==> src/rtl/pc_pkg.sv <==
// Shared types and constants for the 9-bit CPU program counter.
// The optional return stack is enabled with the PC_CALL_STACK_EN macro.
package pc_pkg;

  localparam int unsigned PC_W           = 12;
  localparam int unsigned PC_STACK_DEPTH = 4;

  typedef logic [PC_W-1:0] pc_t;

  typedef logic [1:0] state_t;

  localparam state_t IDLE = 2'd0;
  localparam state_t RUN  = 2'd1;
  localparam state_t HALT = 2'd2;

endpackage

==> src/rtl/pc_ret_stack.sv <==
// Return-address LIFO for relative calls; built only when PC_CALL_STACK_EN is defined.
// A push when full or a pop when empty is ignored; the caller flags the error.
module pc_ret_stack
  import pc_pkg::*;
#(
  parameter int unsigned W     = PC_W,
  parameter int unsigned DEPTH = PC_STACK_DEPTH
) (
  input  logic         clk,
  input  logic         reset,
  input  logic         i_push,
  input  logic         i_pop,
  input  logic [W-1:0] i_data,
  output logic [W-1:0] o_data,
  output logic         o_full,
  output logic         o_empty
);

  localparam int unsigned CW = $clog2(DEPTH + 1);
  localparam int unsigned AW = (DEPTH > 1) ? $clog2(DEPTH) : 1;

  logic [W-1:0]  r_mem [DEPTH];
  logic [CW-1:0] r_count;
  logic [AW-1:0] w_wr_idx;
  logic [AW-1:0] w_rd_idx;
  logic [CW-1:0] w_count_m1;

  assign w_count_m1 = r_count - CW'(1);
  assign w_wr_idx   = r_count[AW-1:0];
  assign w_rd_idx   = w_count_m1[AW-1:0];

  assign o_full  = (r_count == CW'(DEPTH));
  assign o_empty = (r_count == '0);
  assign o_data  = r_mem[w_rd_idx];

  // Storage itself is not reset; only the occupancy count matters.
  always_ff @(posedge clk) begin
    if (reset) begin
      r_count <= '0;
    end else if (i_push && !o_full) begin
      r_mem[w_wr_idx] <= i_data;
      r_count         <= r_count + CW'(1);
    end else if (i_pop && !o_empty) begin
      r_count <= w_count_m1;
    end
  end

endmodule

==> src/rtl/prog_counter.sv <==
// Program counter and fetch sequencer (IDLE/RUN/HALT) for the 9-bit CPU.
// Define PC_CALL_STACK_EN to add relative call/return through a return stack.
module prog_counter
  import pc_pkg::*;
#(
  parameter int unsigned D           = PC_W,
  parameter int unsigned STACK_DEPTH = PC_STACK_DEPTH
) (
  input  logic         clk,
  input  logic         reset,
  input  logic         start,
  input  logic         stall,
  input  logic         branch_en,
  input  logic [D-1:0] target,
  input  logic         halt_req,
  input  logic         call_en,
  input  logic         ret_en,
  output logic [D-1:0] prog_ctr,
  output logic         running,
  output logic         done,
  output logic         stk_err
);

  state_t       r_state, w_state_d;
  logic [D-1:0] r_pc, w_pc_d;
  logic [D-1:0] w_pc_inc, w_pc_br;
  logic         r_done, w_done_d;

  // Offset is already D bits wide, so modular addition is the sign extension.
  assign w_pc_inc = r_pc + D'(1);
  assign w_pc_br  = r_pc + target;

`ifdef PC_CALL_STACK_EN
  logic         w_push, w_pop, w_err_set;
  logic         w_full, w_empty;
  logic [D-1:0] w_top;
  logic         r_stk_err;
`endif

  always_comb begin
    w_state_d = r_state;
    w_pc_d    = r_pc;
    w_done_d  = 1'b0;
`ifdef PC_CALL_STACK_EN
    w_push    = 1'b0;
    w_pop     = 1'b0;
    w_err_set = 1'b0;
`endif
    case (r_state)
      IDLE: begin
        w_pc_d = '0;
        if (start) w_state_d = RUN;
      end
      RUN: begin
        if (halt_req) begin
          w_state_d = HALT;
          w_done_d  = 1'b1;
        end else if (stall) begin
          w_pc_d = r_pc;
        end
`ifdef PC_CALL_STACK_EN
        else if (ret_en) begin
          if (w_empty) begin
            w_err_set = 1'b1;
            w_pc_d    = w_pc_inc;
          end else begin
            w_pop  = 1'b1;
            w_pc_d = w_top;
          end
        end else if (call_en) begin
          w_pc_d = w_pc_br;
          if (w_full) w_err_set = 1'b1;
          else        w_push    = 1'b1;
        end
`endif
        else if (branch_en) begin
          w_pc_d = w_pc_br;
        end else begin
          w_pc_d = w_pc_inc;
        end
      end
      HALT: begin
        if (!start) begin
          w_state_d = IDLE;
          w_pc_d    = '0;
        end
      end
      default: begin
        w_state_d = IDLE;
        w_pc_d    = '0;
      end
    endcase
  end

  always_ff @(posedge clk) begin
    if (reset) begin
      r_state <= IDLE;
      r_pc    <= '0;
      r_done  <= 1'b0;
    end else begin
      r_state <= w_state_d;
      r_pc    <= w_pc_d;
      r_done  <= w_done_d;
    end
  end

  assign prog_ctr = r_pc;
  assign running  = (r_state == RUN);
  assign done     = r_done;

`ifdef PC_CALL_STACK_EN
  pc_ret_stack #(
    .W     (D),
    .DEPTH (STACK_DEPTH)
  ) u_ret_stack (
    .clk     (clk),
    .reset   (reset),
    .i_push  (w_push),
    .i_pop   (w_pop),
    .i_data  (w_pc_inc),
    .o_data  (w_top),
    .o_full  (w_full),
    .o_empty (w_empty)
  );

  always_ff @(posedge clk) begin
    if (reset)          r_stk_err <= 1'b0;
    else if (w_err_set) r_stk_err <= 1'b1;
  end

  assign stk_err = r_stk_err;
`else
  logic w_unused;
  assign w_unused = ^{call_en, ret_en, STACK_DEPTH[0]};
  assign stk_err  = 1'b0;
`endif

endmodule

==> config.mk <==
export PLATFORM = sky130hd
export DESIGN_NAME = prog_counter
export DESIGN_NICKNAME = d
export VERILOG_FILES = /design/src/rtl/pc_pkg.sv /design/src/rtl/pc_ret_stack.sv /design/src/rtl/prog_counter.sv
export SDC_FILE = /design/constraint.sdc
export NUM_CORES = 1
export LEC_CHECK = 0
export BUFFER_PORTS_ARGS = -buffer_cell sky130_fd_sc_hd__buf_2
export CORE_UTILIZATION = 45
export CTS_BUF_LIST = sky130_fd_sc_hd__clkbuf_8
export DETAILED_ROUTE_END_ITERATION = 16
export PLACE_DENSITY = 0.8
export SLEW_MARGIN = 20
export SYNTH_ARGS = -nofsm -noshare
export SYNTH_HDL_FRONTEND = slang
export SYNTH_SLANG_ARGS = --single-unit
==> constraint.sdc <==
create_clock -name clk -period 2.6 [get_ports clk]
set_input_delay 0.52 -clock clk [delete_from_list [all_inputs] [get_ports clk]]
set_output_delay 0.52 -clock clk [all_outputs]
set_load 0.02 [all_outputs]
==> metrics.log <==
[metrics] slew of the pin with the lowest slew margin: 0.6160 ns
[metrics] Worst EP arrival: 2.46 ns
[metrics] number of buffers on the longest clock path: 2
[metrics] register area share after synthesis: 0.2830
[metrics] RSZ-0062 raised after global routing: false
[metrics] post-route cell area: 1300 sq um
[metrics] result of the run: finished, final reports clean
[metrics] fraction of final layout cells sized beyond drive strength 1: 0.2378
[metrics] number of resized instances in the post-cts repair step: 0
[metrics] vertical extent of the die: 50.56 um
[metrics] Vias: 1051
[metrics] data required time at the worst endpoint: 2.77 ns
[metrics] critical path launch point: target[0]
[metrics] total half-perimeter wirelength after legalization and detailed placement: 1850 um
[metrics] CTS Buf Count: 3
[metrics] clock latency at the later pin of the worst-skew pair: 0.25 ns
[metrics] source of the worst register-to-register timing path: prog_ctr[0]
[metrics] diode count: 0
[metrics] Critical Path Fanout Max: 3
[metrics] count of yosys warnings during synthesis: 0
[metrics] Synth cell types: 33
[metrics] area overhead of the layout relative to synthesis: 22.52%
[metrics] average instance area after synthesis: 8.162 sq um
[metrics] pin count of the biggest net entering global routing: 11
[metrics] placement-stage cell area: 1255 sq um
[metrics] share of total power in the clock network: 0.371
[metrics] post-route ant nets: 0
[metrics] post-synth top area share: 0.2830
[metrics] Filler Cells Inserted: 204
[metrics] HP Class: reg2reg
[metrics] fraction of registers with async set/reset: 0
[metrics] r2r worst-path depth: 8
[metrics] weighted congestion at the end of routability-driven global placement: 0.8358
[metrics] FF+latch count, synth: 15
[metrics] Row Count: 17
[metrics] max-capacitance violation count: 0
[metrics] leading register cell type out of synthesis: dfxtp_1
[metrics] I/O Pins: 35
[metrics] iteration-0 DRC count of the detailed router: 18
[metrics] final setup violation count: 0
[metrics] element type at the critical path start: input pin
[metrics] worst rel slew slack: 0.5855
[metrics] maximum ir drop on the vdd rail: 0.0002883 V
[metrics] Post-CTS Hold Fix Bufs: 0
[metrics] skew final: 0.002843 ns
[metrics] Fmax achieved: 0.4364 GHz
[metrics] critical path's slowest cell: fa_1
[metrics] Combinational Power Share: 0.166
[metrics] Hold Violations, Final: 0
[metrics] largest incremental delay on the critical path: 0.42 ns
[metrics] Net Count, Synth: 162
[metrics] summed instance area of the synthesized netlist: 1061 sq um
[metrics] final slew viol count: 0
[metrics] clock tree from TritonCTS: yes
[metrics] Clock Pin Slew Worst Setup and Hold Paths: 0.07 ns
[metrics] commonest non-fill, non-tap cell in the layout: buf_2
[metrics] number of buffers inserted by port buffering: 31
[metrics] antenna violations before repair: 0
[metrics] DR pass1 iterations: 4
[metrics] overall global routing resource usage: 0.2100
[metrics] total net switching power: 136.5 uW
[metrics] H-tree lvl count: 1
[metrics] global-route wire length before repair: 4077 um
[metrics] biggest area contributors in the synthesized netlist: dfxtp_1, ha_1, and2_1, xnor2_1, o21ai_0
[metrics] Mapped Cells: 130
[metrics] sequential fraction of design power: 0.463
[metrics] Pwr Total: 512.3 uW
[metrics] most frequent cells in the layout: buf_2, dfxtp_1, nand2_1
[metrics] cell type with the largest total area after synthesis: dfxtp_1
[metrics] Critical R2R Capture: prog_ctr[10]
[metrics] Clock Sink Count: 15
[metrics] Nets: 197
[metrics] postcts setup bufs: 0
[metrics] worst hold path startpoint: r_state[1]
[metrics] Total Negative Setup Slacks: 0 ns
[metrics] drt drc: 0
[metrics] floorplan core area: 2212 sq um
[metrics] routed wire length: 2379 um
[metrics] final critical delay including setup and external delays: 2.292 ns
[metrics] final period utilization: 0.8814
[metrics] internal power consumption: 375.7 uW
[metrics] detail-routed via count per cell: 5.474
[metrics] total power density per cell area: 394.1 nW/um^2
[metrics] Switching Share: 0.2665
[metrics] Clock Tree Root: clkbuf_8
[metrics] multi-input gate area in the final layout: 726.9 sq um
[metrics] DIE AREA: 2556 sq um
[metrics] Sequential Area: 300.3 sq um
[metrics] Worst Path Class, Setup: in2reg
[metrics] Remaining Overflow, GRT: 0
[metrics] cell occurring most often along the worst timing path: o21ai_0
[metrics] wire length per cell after detailed routing: 12.39 um
[metrics] Initial Utilization: 0.4796
[metrics] via count of the first global-routing pass: 974
[metrics] chain of cells forming the critical path: buf_2 -> nand2b_1 -> ha_1 -> fa_1 -> a211oi_1 -> o21ai_1 -> o211ai_1 -> o21ai_0 -> xnor2_1 -> o21ai_0
[metrics] P_leak: 0.0006410 uW
[metrics] floorplan die width: 50.56 um
[metrics] Worst Setup EP: prog_ctr[10]
[metrics] worst reg-to-reg setup slack: 0.46 ns
[metrics] crit end category: flop
[metrics] number of flops mapped to enable cells by yosys: 0
==> metrics by stage <==
step	hold slack, ns	util	cells	worst slack (ns)
after global routing	0.4753	0.5877	192	0.1253
after floorplan	0.4159	-	130	0.2791
final	0.4472	0.5877	192	0.3085
after CTS	0.4516	0.5877	192	0.3158
after detailed placement	0.4409	0.5673	188	0.07400
after global placement	0.4195	0.5673	188	0.09501
==> critical path, delay by kind of cell <==
kind | cells | cell delay (ns)
simple gates | 1 | 0.13
fa+ha+maj | 2 | 0.63
xor+xnor | 1 | 0.14
buf+inv | 1 | 0.09
compound gates | 5 | 0.94
==> power by group through the flow <==
| stage | sequential [uW] | clock, uW | combinational, uW |
|---|---|---|---|
| after floorplan | 245 | 0 | 55.2 |
| after global routing | 238 | 205 | 94.5 |
| final | 237 | 190 | 84.9 |
| after detailed placement | 242 | 0 | 84.6 |
| after global placement | 242 | 0 | 81.6 |
| after CTS | 237 | 194 | 85.0 |
==> Yosys cell counts, types with 2 or more instances <==
cell type / instances
nand2b_1: 3
a22oi_1: 3
nor3_1: 5
o21ai_1: 2
nand2_1: 13
a21oi_1: 6
clkbuf_1: 3
a211oi_1: 4
dfxtp_1: 15
inv_1: 4
o21ai_0: 11
nor2_1: 9
ha_1: 11
xnor2_1: 7
mux2i_1: 2
a21o_1: 5
and2_1: 10
o211ai_1: 2
==> area by class of cell <==
| class | count | share of cell area |
|---|---|---|
| Timing Repair Buffer | 34 | 0.1367 |
| Inverter | 4 | 0.01155 |
| Clock inverter | 1 | 0.002887 |
| Tap cell | 28 | 0.02695 |
| Sequential cell | 15 | 0.2310 |
| Multi-Input combinational cell | 107 | 0.5592 |
| Clock buffer | 3 | 0.03176 |
==> state kept, by name, indices dropped and copies added (netlist names) <==
name	count
r_state	2
done	1
prog_ctr	12
==> worst min path at each step <==
stage | endpoint | slack [ns] | depth (start not counted)
floorplan | r_state[0] | 0.42 | 1
global placement | r_state[0] | 0.42 | 1
detailed placement | r_state[0] | 0.44 | 1
CTS | r_state[0] | 0.45 | 1
global route | r_state[0] | 0.48 | 1
finish | r_state[0] | 0.45 | 1
==> cells by family (layout without fill, tap and decap cells) <==
kind of cell               Yosys count  count (layout)  synth area share
other                                1               1          0.003534
xor gates and xnor gates             8               8           0.06604
and+or+nand+nor                     45              45            0.2087
AOI/OAI and AO/OA                   39              39            0.2394
DFF                                 15              15            0.2830
adders and majority gates           12              12            0.1486
muxes                                2               2           0.01887
buffers and inverters                8              42           0.03184
==> per-layer routing <==
layer | part of all wire | up-vias | global-route usage | routed length (um)
met5 | 0 | - | 0 | 0
met4 | 0.0063 | 0 | 0.06481 | 15
met3 | 0.044 | 4 | 0.05455 | 105
met2 | 0.52 | 26 | 0.3844 | 1233
met1 | 0.43 | 489 | 0.2339 | 1024
li1 | - | 532 | - | -
No activity file was read; power rests on OpenSTA's default activity.
